$ cat src/rtl/rc4_core_scheduler.sv
// rtl/rc4_core_scheduler.sv - sequencer and result arbiter for parallel RC4 brute-force cores
//
// Purpose: resets and launches NUM_CORES search cores, then watches them for a
// key hit (lowest core index wins) or for every core wrapping its 22-bit key
// counter (search exhausted).
//
// Ports:
//   clk, rst_n        clock, asynchronous active-low reset
//   start, abort      single-cycle command pulses (abort has priority)
//   core_found        per-core key-found flags
//   core_key          per-core current key, core i at [24*i+23:24*i]
//   core_init_val     constant per-core init value (core i gets i)
//   total_cores       constant core count
//   core_reset        active-high reset to all cores
//   core_start        one-cycle launch pulse to all cores
//   stop_all          halt all cores
//   busy              search in progress
//   found, exhausted  sticky search results
//   winner_idx        index of winning core
//   found_key         latched key of the winner
//   run_cycles        saturating count of RUN cycles

module rc4_core_scheduler #(
  parameter int NUM_CORES    = 4,
  parameter int RESET_CYCLES = 4
) (
  input  logic                    clk,
  input  logic                    rst_n,
  input  logic                    start,
  input  logic                    abort,
  input  logic [NUM_CORES-1:0]    core_found,
  input  logic [NUM_CORES*24-1:0] core_key,
  output logic [NUM_CORES*8-1:0]  core_init_val,
  output logic [7:0]              total_cores,
  output logic                    core_reset,
  output logic                    core_start,
  output logic                    stop_all,
  output logic                    busy,
  output logic                    found,
  output logic                    exhausted,
  output logic [2:0]              winner_idx,
  output logic [23:0]             found_key,
  output logic [31:0]             run_cycles
);

  typedef enum logic [2:0] {
    S_IDLE,
    S_RST_CORES,
    S_LAUNCH,
    S_RUN,
    S_FOUND,
    S_EXHAUSTED
  } state_e;

  state_e                  state_q, state_d;
  logic [7:0]              cnt_q, cnt_d;
  logic                    core_reset_q, core_reset_d;
  logic                    found_q, found_d;
  logic                    exhausted_q, exhausted_d;
  logic [2:0]              winner_q, winner_d;
  logic [23:0]             key_q, key_d;
  logic [31:0]             run_q, run_d;
  logic [NUM_CORES-1:0]    wrapped_q, wrapped_d;
  logic [NUM_CORES*24-1:0] prev_q, prev_d;

  logic [2:0]              hit_idx;
  logic [23:0]             hit_key;
  logic [NUM_CORES-1:0]    wrap_now;

  for (genvar g = 0; g < NUM_CORES; g++) begin : g_init
    assign core_init_val[8*g +: 8] = 8'(g);
  end
  assign total_cores = 8'(NUM_CORES);

  // Lowest-index priority: scan downwards so the smallest set index is written last.
  always_comb begin
    hit_idx = '0;
    hit_key = '0;
    for (int i = NUM_CORES - 1; i >= 0; i--) begin
      if (core_found[i]) begin
        hit_idx = 3'(i);
        hit_key = core_key[24*i +: 24];
      end
    end
  end

  // A counter wrap shows up as the low 22 key bits going backwards; bits [23:22] are ignored.
  always_comb begin
    wrap_now = '0;
    for (int i = 0; i < NUM_CORES; i++) begin
      wrap_now[i] = core_key[24*i +: 22] < prev_q[24*i +: 22];
    end
  end

  always_comb begin
    state_d      = state_q;
    cnt_d        = cnt_q;
    core_reset_d = 1'b0;
    found_d      = found_q;
    exhausted_d  = exhausted_q;
    winner_d     = winner_q;
    key_d        = key_q;
    run_d        = run_q;
    wrapped_d    = wrapped_q;
    prev_d       = prev_q;

    case (state_q)
      S_IDLE, S_FOUND, S_EXHAUSTED: begin
        if (abort) begin
          state_d = S_IDLE;
        end else if (start) begin
          state_d      = S_RST_CORES;
          cnt_d        = 8'(RESET_CYCLES - 1);
          core_reset_d = 1'b1;
          found_d      = 1'b0;
          exhausted_d  = 1'b0;
          winner_d     = '0;
          key_d        = '0;
          run_d        = '0;
          wrapped_d    = '0;
        end
      end

      S_RST_CORES: begin
        if (abort) begin
          state_d      = S_IDLE;
          core_reset_d = 1'b1;
        end else if (cnt_q == 8'd0) begin
          state_d = S_LAUNCH;
        end else begin
          cnt_d        = cnt_q - 8'd1;
          core_reset_d = 1'b1;
        end
      end

      S_LAUNCH: begin
        if (abort) begin
          state_d      = S_IDLE;
          core_reset_d = 1'b1;
        end else begin
          state_d = S_RUN;
          prev_d  = core_key;
        end
      end

      S_RUN: begin
        if (abort) begin
          // Results and cycle count freeze; cores get a one-cycle reset pulse.
          state_d      = S_IDLE;
          core_reset_d = 1'b1;
        end else begin
          prev_d    = core_key;
          wrapped_d = wrapped_q | wrap_now;
          if (run_q != 32'hFFFF_FFFF) run_d = run_q + 32'd1;
          // A hit outranks exhaustion seen in the same cycle.
          if (|core_found) begin
            state_d  = S_FOUND;
            found_d  = 1'b1;
            winner_d = hit_idx;
            key_d    = hit_key;
          end else if (&wrapped_d) begin
            state_d     = S_EXHAUSTED;
            exhausted_d = 1'b1;
          end
        end
      end

      default: begin
        state_d = S_IDLE;
      end
    endcase
  end

  always_ff @(posedge clk or negedge rst_n) begin
    if (!rst_n) begin
      state_q      <= S_IDLE;
      cnt_q        <= '0;
      core_reset_q <= 1'b1;  // cores stay in reset while the scheduler is
      found_q      <= 1'b0;
      exhausted_q  <= 1'b0;
      winner_q     <= '0;
      key_q        <= '0;
      run_q        <= '0;
      wrapped_q    <= '0;
      prev_q       <= '0;
    end else begin
      state_q      <= state_d;
      cnt_q        <= cnt_d;
      core_reset_q <= core_reset_d;
      found_q      <= found_d;
      exhausted_q  <= exhausted_d;
      winner_q     <= winner_d;
      key_q        <= key_d;
      run_q        <= run_d;
      wrapped_q    <= wrapped_d;
      prev_q       <= prev_d;
    end
  end

  assign core_reset = core_reset_q;
  assign core_start = (state_q == S_LAUNCH);
  assign stop_all   = (state_q == S_FOUND) || (state_q == S_EXHAUSTED);
  assign busy       = (state_q == S_RST_CORES) || (state_q == S_LAUNCH) || (state_q == S_RUN);
  assign found      = found_q;
  assign exhausted  = exhausted_q;
  assign winner_idx = winner_q;
  assign found_key  = key_q;
  assign run_cycles = run_q;

endmodule

$ cat config.mk
export PLATFORM = sky130hd
export DESIGN_NAME = rc4_core_scheduler
export DESIGN_NICKNAME = d
export VERILOG_FILES = /design/src/rtl/rc4_core_scheduler.sv
export SDC_FILE = /design/constraint.sdc
export NUM_CORES = 1
export LEC_CHECK = 0
export ABC_AREA = 1
export BUFFER_PORTS_ARGS = -buffer_cell sky130_fd_sc_hd__buf_4
export CAP_MARGIN = 20
export CORE_ASPECT_RATIO = 2
export CORE_MARGIN = 2
export CORE_UTILIZATION = 61
export DETAILED_ROUTE_END_ITERATION = 7
export PLACE_DENSITY = 0.87
export SLEW_MARGIN = 15
export SYNTH_ARGS = -nofsm -noshare
export SYNTH_HDL_FRONTEND = slang
export SYNTH_SLANG_ARGS = --single-unit
$ cat constraint.sdc
create_clock -name clk -period 4.75 [get_ports clk]
set_input_delay 0.2375 -clock clk [delete_from_list [all_inputs] [get_ports clk]]
set_output_delay 0.2375 -clock clk [all_outputs]
set_load 0.01 [all_outputs]
# Yosys cells after proc, flatten, opt, wreduce, memory -nomap -nowiden
# Cells that the tools add are included.
dict set report op_classes {
  magnitude_cmp 4
  n_reduce_logical 18
  n_mux 56
  n_eq_ne 18
  n_bitwise 2
  add_sub_neg 2
}
# cell n
set op_table {}
lappend op_table {{$mux W24} 8}
lappend op_table {{$mux W32} 4}
lappend op_table {{$lt A22 B22 Y1} 4}
lappend op_table {{$pmux W32 S2} 1}
lappend op_table {{$pmux W24 S2} 1}
lappend op_table {{$mux W3} 13}
lappend op_table {{$add A32 B1 Y32 const B} 1}
lappend op_table {{$mux W8} 4}
lappend op_table {{$ne A32 B32 Y1 const B} 1}
lappend op_table {{$ne A2 B2 Y1 const B} 9}
lappend op_table {{$pmux W8 S2} 1}
lappend op_table {{$reduce_and A5 Y1} 3}
lappend op_table {{$mux W1} 12}
lappend op_table {{$mux W4} 3}
lappend op_table {{$pmux W3 S4} 1}
lappend op_table {{$logic_not A8 Y1} 1}
lappend op_table {{$pmux W4 S2} 1}
lappend op_table {{$reduce_and A4 Y1} 2}
lappend op_table {{$sub A8 B1 Y8 const B} 1}
lappend op_table {{$eq A3 B2 Y1 const B} 2}
lappend op_table {{$eq A3 B3 Y1 const B} 2}
lappend op_table {{$mux W2} 3}
lappend op_table {{$ne A3 B3 Y1 const B} 2}
lappend op_table {{$pmux W3 S2} 1}
lappend op_table {{15 further kinds} 19}
dict set report totals {
  reg_bits 171
}

# Longest topological paths before layout
# Gate-level depths: netlist of the first run.
dict set report logic_depth {
  word_depth 7
  mapped_depth 16
}

# Worst setup path before layout of the first run
# Ideal clock, no wire load.
dict set report synth_timing {
  kind {register to register}
  from {register run_q[1] (netlist: run_cycles[1])}
  to {register run_q[5] (netlist: run_cycles[5])}
  n_path_buf 2
  path_slack_ns 2.898
  t_required_ns 4.676
  path_stages_with_launch 14
  synth_period_minus_slack_ns 1.852
  arrival_ns 1.778
  setup_time_ns 0.074
  path_cell_list {dfrtp_1 -> ha_1 -> inv_1 -> nor3_4 -> nand2_2 -> nor2_1 -> inv_1 -> nor3_2 -> nand3_1 -> nand2_2 -> buf_12 -> buf_12 -> nand2_1 -> o21ai_2}
}
dict set report synth_via {
  elab_chain_len 4
}
# element line
set synth_lines {}
lappend synth_lines {{start: declaration} 62} ;# logic [31:0] run_q, run_d;
lappend synth_lines {{start signal: assignment} 194} ;# run_q <= run_d;
lappend synth_lines {{$add A32 B1 Y32} 154} ;# if (run_q != 32'hFFFF_FFFF) run_d = run_q + 32'd1;
lappend synth_lines {{$mux W32} 154}
lappend synth_lines {{$mux W32} 147} ;# if (abort) begin
lappend synth_lines {{$pmux W32 S2} 107} ;# case (state_q)
# Parallel ways exist; a longest one is shown, timed or not. The select of a mux whose other input is x is not followed.
# A chain may end at the register's enable or synchronous reset.

# Worst setup path in the final report of the first run
dict set report layout_timing {
  from {register state_q[1]}
  to {register run_q[22] (netlist: run_cycles[22])}
}
dict set report layout_via {
  elab_chain_len 4
}
# element line
set layout_lines {}
lappend layout_lines {{start: declaration} 55} ;# state_e state_q, state_d;
lappend layout_lines {{start signal: assignment} 187} ;# state_q <= state_d;
lappend layout_lines {{$eq A3 B3 Y1 / $logic_not A3 Y1 (equally long branches)} 107}
lappend layout_lines {{$reduce_or A3 Y1} 107}
lappend layout_lines {{$ne A2 B2 Y1 (no line) / $reduce_bool A2 Y1 (equally long branches)} --}
lappend layout_lines {{$reduce_and A5 Y1 (no line)} --}
# Parallel ways exist; a longest one is shown, timed or not.

==> results of run 1 <==
[Yosys cell counts (2+ instances only)]
cell type,n,area [µm²]
nor2_2,3,18.8
nor3_1,19,95.1
a21oi_1,37,185
nand2_2,5,31.3
buf_4,41,308
nand4_1,10,62.6
ha_1,86,1080
xor2_1,9,78.8
xnor2_1,2,17.5
clkbuf_1,32,120
buf_1,3,11.3
inv_2,7,26.3
inv_1,173,649
buf_2,4,20.0
o21ai_0,186,931
nand3b_1,4,30.0
buf_12,4,80.1
conb_1,2,7.51
a221oi_1,24,210
nand3_1,41,205
o21ai_2,20,175
nor4_1,6,37.5
nor2_1,106,398
or2_2,9,56.3
nor3_2,2,20.0
nand2_1,375,1410
a21o_1,7,52.6
dfrtp_1,163,4080
[flip-flops by register name (all words and copies together), names as in the netlist]
| signal | count |
|---|---|
| found | 1 |
| exhausted | 1 |
| state_q | 3 |
| wrapped_q | 4 |
| run_cycles | 32 |
| winner_idx | 2 |
| found_key | 24 |
| core_reset | 1 |
| prev_q | 88 |
| cnt_q | 8 |
[layer usage]
metal  share of wire, %  track usage (%)  up-vias
li1                   -                -     4731
met1                 42             41.9     4613
met2                 48             50.3      395
met3                7.6             6.25       54
met4                2.3             10.8        0
met5                  0                0        -
[cell families (layout without fill, tap and decap cells)]
family	after synthesis	count (layout)
AOI/OAI and AO/OA	279	279
xor gates and xnor gates	11	11
adders and majority gates	86	86
buffers and inverters	267	388
DFF	164	164
other	2	41
and+or+nand+nor	583	583
[per-stage QoR]
stage	util [%]	area [µm²]	hold WS (ns)	std cells	power (mW)
floorplan	-	10700	-0.0581	1431	3.53
global placement	68.2	11700	0.313	1728	3.96
detailed placement	68.2	11700	0.315	1728	4.10
CTS	71.7	12300	0.0204	1761	5.51
global route	71.8	12300	0.0304	1762	5.96
finish	71.8	12300	0.0255	1762	5.51
[repair_timing]
action | CTS | global route
gates resized for setup | 0 | 0
hold buffers | 1 | 0
endpoints found under the hold margin | 75 | 0
endpoints found under the setup margin | 0 | 0
buffers inserted | 0 | 0
[final cells by class]
type / count / area (µm²) / share of cell area (%)
Timing Repair Buffer: 176 / 1330 / 10.8
Sequential cell: 164 / 4110 / 33.4
Tap cell: 210 / 263 / 2.14
Inverter: 180 / 676 / 5.50
Multi-Input combinational cell: 1000 / 5310 / 43.3
Clock inverter: 15 / 165 / 1.35
Clock buffer: 17 / 425 / 3.46
[worst max-delay path: stages (launching register included)]
cell	delay, ns
dfrtp_1	0.38
inv_1	0.07
nor2_1	0.13
inv_2	0.09
nor2_4	0.08
buf_4	0.46
inv_2	0.12
nor2_2	0.26
inv_1	0.10
nand2_1	0.12
nand2_2	0.26
buf_4	0.36
nand2_1	0.12
o21ai_2	0.06
[how the worst min path moves through the flow]
stage | from | endpoint | cells after the start
floorplan | rst_n | cnt_q[0]$_DFFE_PN0P_ | 0
global placement | rst_n | prev_q[13]$_DFFE_PN0P_ | 1
detailed placement | rst_n | prev_q[12]$_DFFE_PN0P_ | 1
CTS | core_key[4] | prev_q[4]$_DFFE_PN0P_ | 3
global route | core_key[5] | prev_q[5]$_DFFE_PN0P_ | 3
finish | core_key[4] | prev_q[4]$_DFFE_PN0P_ | 3
[power breakdown]
group	internal (mW)	total [mW]	switching, mW
sequential	1.85	2.02	0.165
clock	0.745	1.38	0.637
combinational	0.780	2.11	1.33
total	3.38	5.51	2.13
==> results_dict.tcl, run 1 <==
set metrics [dict create \
    cp-endpoint "run_cycles[22]$_DFFE_PN0P_" \
    clk_pin_slew_ns 0.07 \
    r2r_setup_slack_ns 2.01 \
    ys_seq_area_share_pct 39.0 \
    layout_common_cells "nand2_1 (375), o21ai_0 (186), inv_1 (173), buf_4 (173), dfrtp_1 (163)" \
    drtIter0Drc 653 \
    clockBufferDepth 2 \
    fp.coreArea_um2 17100 \
    async_reset_ff_share_pct 100 \
    clock_skew_ns 0.00991 \
    synth_compound_area_share_pct 15.1 \
    wl_per_cell_um 15.8 \
    syn_area_um2 10500 \
    pre_cts_ws_ns 1.71 \
    final_nets 1729 \
    avgViaCountPerCell 5.56 \
    grt_pass1_vias 9484 \
    crit_required_ns 5.06 \
    hp-class "input port to flop" \
    worst_pin_slew_ns 0.978 \
    syn_inst 1392 \
    ff2ff_path_depth 13 \
    gp_congestion 0.906 \
    diodes 0 \
    synth.avg_cell_area_um2 7.56 \
    dr_total_vias 9793 \
    firstDrtPassIters 6 \
    drv_cap 0 \
    start_kind "flop" \
    crit_path_max_fanout 63 \
    max_freq_mhz 364 \
    row_count 68 \
    clk_latency_ns 0.44 \
    ys.flop_type "dfrtp_1" \
    critPathLaunch "state_q[1]$_DFFE_PN0P_" \
    fin_crit_ns 2.74 \
    clock_sinks 164 \
    muxShareOfSynthArea_pct 0 \
    grt_util_all_layers_pct 31.1 \
    end_kind "flop" \
    overflow 0 \
    ys_seq_elements 164 \
    synth_edf_count 0 \
    period_share_pct 57.8 \
    hold_viol_final 0 \
    r2r-end "run_cycles[22]$_DFFE_PN0P_" \
    slew_headroom_pct 34.8 \
    cts.root.buffer_cell "clkbuf_16" \
    cts_tree "done" \
    ys_warn_count 0 \
    final_common_cell "nand2_1" \
    dieArea_um2 18400 \
    io_pins 209 \
    synthSimpleGateAreaFrac_pct 22.8 \
    yosys.area_share.adder_pct 10.2 \
    fp.dieH_um 190 \
    path_class "flop to flop" \
    io_buffer_count 167 \
    cp.arrival_ns 3.06 \
    rr_startpoint "state_q[1]$_DFFE_PN0P_" \
    drive_gt1_share_pct 16.5 \
    final_antenna_net_count 0 \
    area_growth_pct 16.7 \
    grt_pass1_wl_mm 46.3 \
    drc_errors 0 \
    finalMaxSlewViolations 0 \
    vdd_ir_drop_max_mv 0.291 \
    synth_top_family_by_area "simple AND/OR/NAND/NOR gates" \
    netlist-cell-type-count 40 \
    p_leak_nw 6.14 \
    chipWidth_um 96.9 \
    cts_buffers 17 \
    start_util_pct 61.5 \
    powerDensity_nw_per_um2 449 \
    wirelength_mm 27.9 \
    setup_violations 0 \
    grt_max_degree 113 \
    fillers 1363 \
    synth-xor-area-share_pct 0.916 \
    status "complete, no violations" \
    place_hpwl_mm 20.8 \
    antenna_found_initial 0 \
    setup_ws_ns 2.01 \
    timing.setup.tns_ns 0 \
    cts_max_level 4 \
    rsz0062_at_grt "no" \
]
Note: power is estimated with default switching activity, not from simulation.
==> inputs of run 2 (changes only) <==
--- a/config.mk
+++ b/config.mk
@@ -5,14 +5,14 @@
 export SDC_FILE = /design/constraint.sdc
 export NUM_CORES = 1
 export LEC_CHECK = 0
-export ABC_AREA = 1
+export ABC_AREA = 0
 export BUFFER_PORTS_ARGS = -buffer_cell sky130_fd_sc_hd__buf_4
 export CAP_MARGIN = 20
 export CORE_ASPECT_RATIO = 2
 export CORE_MARGIN = 2
-export CORE_UTILIZATION = 61
+export CORE_UTILIZATION = 55
 export DETAILED_ROUTE_END_ITERATION = 7
-export PLACE_DENSITY = 0.87
+export PLACE_DENSITY = 0.81
 export SLEW_MARGIN = 15
 export SYNTH_ARGS = -nofsm -noshare
 export SYNTH_HDL_FRONTEND = slang
==> constraint.sdc (replaced) <==
create_clock -name clk -period 2.87 [get_ports clk]
set_input_delay 0.1435 -clock clk [delete_from_list [all_inputs] [get_ports clk]]
set_output_delay 0.1435 -clock clk [all_outputs]
set_load 0.01 [all_outputs]
==> run 2 against run 1 <==
  * Global-route usage down 1.9 points
  * Sequential share of layout area is 0.47 points lower
  * Fmax up 13%
  * Non-clock buffer count grew 95
  * Die area up 1.6%
  * Core utilization up 0.66 points
  * Design area rose by 1.4%
  * Power grew 59%
  * Hold slack improved by 0.020 ns
  * Clock skew down 0.0020 ns
  * Combinational power grew 46%
  * Critical path depth decreased by 5
  * Critical path type unchanged
  * Largest cell class unchanged
==> results_dict.tcl, run 2 <==
set metrics [dict create \
    post_layout_nonfiller_instances 1548 \
    final_common_cell "buf_4" \
    dr_total_vias 8760 \
    drtIter0Drc 438 \
    row_count 68 \
    drv_cap 0 \
    synth.avg_cell_area_um2 8.86 \
    netlist-cell-type-count 54 \
    ff2ff_path_depth 8 \
    grt_util_all_layers_pct 29.2 \
    io_buffer_count 167 \
    post_cts_buffers 0 \
    post_cts_resized 0 \
    regMostFlops "prev_q" \
    cp.arrival_ns 2.73 \
    vdd_ir_drop_max_mv 0.553 \
    end_kind "flop" \
    hp-start "start" \
    final_nets 1514 \
    start_kind "flop" \
    clock_skew_ns 0.00795 \
    fp.coreArea_um2 17200 \
    overflow 0 \
    setup_violations 0 \
    fin_crit_ns 2.43 \
    fillers 1265 \
    crit_path_max_fanout 6 \
    r2r-end "run_cycles[30]$_DFFE_PN0P_" \
    cts_max_level 4 \
    clk_latency_ns 0.43 \
    layout_common_cells "buf_4 (178), dfrtp_1 (163), nand2_1 (145), o21ai_0 (130), dlygate4sd3_1 (90)" \
    crit_required_ns 3.17 \
    clk_pin_slew_ns 0.07 \
    grt_pass1_wl_mm 43.8 \
    p_leak_nw 6.13 \
    clockBufferDepth 2 \
    slew_headroom_pct 52.1 \
    synthTopCellsByArea "dfrtp_1 (42%), ha_1 (11%), o21ai_0 (6.7%), nand2_1 (5.6%), a21oi_1 (4.0%)" \
    async_reset_ff_share_pct 100 \
    synth.most_common_cell "dfrtp_1" \
    max_freq_mhz 411 \
    finalMaxSlewViolations 0 \
    io_pins 209 \
    yosys.area.top_type "dfrtp_1" \
    worst_pin_slew_ns 0.718 \
    cts_tree "done" \
    grt_pass1_vias 8898 \
    fp.dieH_um 191 \
    multi_input_area_um2 4840 \
    ys_seq_elements 164 \
    cts.root.buffer_cell "clkbuf_16" \
    total_power_mw 8.74 \
    clock_sinks 164 \
    ys_seq_area_share_pct 42.6 \
    drc_errors 0 \
    rsz0062_at_grt "no" \
    start_util_pct 56.1 \
    synth_edf_count 0 \
    place_hpwl_mm 18.3 \
    holdBufCountCts 90 \
    wl_per_cell_um 17.2 \
    timing.setup.tns_ns 0 \
    syn_inst 1088 \
    antenna_found_initial 0 \
    dieArea_um2 18700 \
    period_share_pct 84.7 \
    chipWidth_um 97.6 \
    regArea_um2 4110 \
    yosys-top-cells-count "dfrtp_1 (163), nand2_1 (145), o21ai_0 (130)" \
    path_class "flop to flop" \
    rr_startpoint "run_cycles[0]$_DFFE_PN0P_" \
    status "complete, no violations" \
    holdPathEnd "state_q[0]$_DFFE_PN0P_" \
    hold-path-cell-count 3 \
    final_antenna_net_count 0 \
    ys.flop_type "dfrtp_1" \
    gp_congestion 0.886 \
    wirelength_mm 26.6 \
    ys_warn_count 0 \
    avgViaCountPerCell 5.66 \
    r2r_setup_slack_ns 0.44 \
    hp-class "input port to flop" \
    powerDensity_nw_per_um2 702 \
    dp_cells 1425 \
    syn_area_um2 9640 \
    cts_buffers 17 \
    hold_viol_final 0 \
    drive_gt1_share_pct 18.1 \
    firstDrtPassIters 5 \
    grt_max_degree 93 \
    largest_reg_flops 88 \
    area_growth_pct 29.2 \
    yosysTopAreaCellShare_pct 42.3 \
]
[run 2: through the flow]
stage	worst slack (ns)	area, µm²	hold slack, ns	util [%]
detailed placement	0.485	10900	0.130	63.6
CTS	0.455	12400	0.0377	72.4
finish	0.438	12500	0.0454	72.5
floorplan	0.511	9790	-0.152	-
global route	0.211	12400	0.0677	72.4
global placement	0.532	10900	0.130	63.6
[run 2: worst max-delay path by stage]
stage / slack (ns) / cells after the start / start / end
after global routing: 0.21 / 7 / state_q[1]$_DFFE_PN0P_ / run_cycles[8]$_DFFE_PN0P_
after CTS: 0.46 / 7 / state_q[1]$_DFFE_PN0P_ / run_cycles[8]$_DFFE_PN0P_
final: 0.44 / 8 / run_cycles[0]$_DFFE_PN0P_ / run_cycles[30]$_DFFE_PN0P_
after detailed placement: 0.48 / 7 / state_q[1]$_DFFE_PN0P_ / run_cycles[8]$_DFFE_PN0P_
after global placement: 0.53 / 8 / run_cycles[0]$_DFFE_PN0P_ / run_cycles[11]$_DFFE_PN0P_
after floorplan: 0.51 / 9 / run_cycles[0]$_DFFE_PN0P_ / run_cycles[11]$_DFFE_PN0P_
[run 2: final cells by class]
cell class                      instances  share of cell area [%]
Inverter                               89                    2.68
Tap cell                              210                    2.11
Timing Repair Buffer                  271                    18.4
Antenna cell                            1                  0.0201
Multi-Input combinational cell        781                    38.9
Clock inverter                         14                    1.41
Sequential cell                       164                    33.0
Clock buffer                           18                    3.53
[run 2: power by group]
| part | switching (mW) | internal [mW] |
|---|---|---|
| Clock | 0.978 | 1.40 |
| Combinational | 1.74 | 1.33 |
| Sequential | 0.271 | 3.01 |
[run 2: logic make-up after synthesis]
kind of cell               count (synthesis)  synth area share, %
and+or+nand+nor                          321                 15.5
AOI/OAI and AO/OA                        297                 18.4
buffers and inverters                    182                 8.88
DFF                                      164                 42.6
adders and majority gates                 86                 11.2
xor gates and xnor gates                  31                 2.82
muxes                                      5                0.584
other                                      2               0.0779
[run 2: critical path: stages (launching register included)]
cell,delay (ns)
dfrtp_1,0.42
ha_1,0.20
nand2_1,0.08
or4_4,0.54
nand2b_4,0.17
a21oi_1,0.48
nand3_1,0.18
xor2_1,0.18
nor2_1,0.06
[run 2: layer usage]
metal | track usage (%) | routed length, µm
met1 | 33.5 | 9790
met4 | 16.2 | 1360
met5 | 0 | 0
met3 | 4.94 | 1390
met2 | 51.5 | 14000
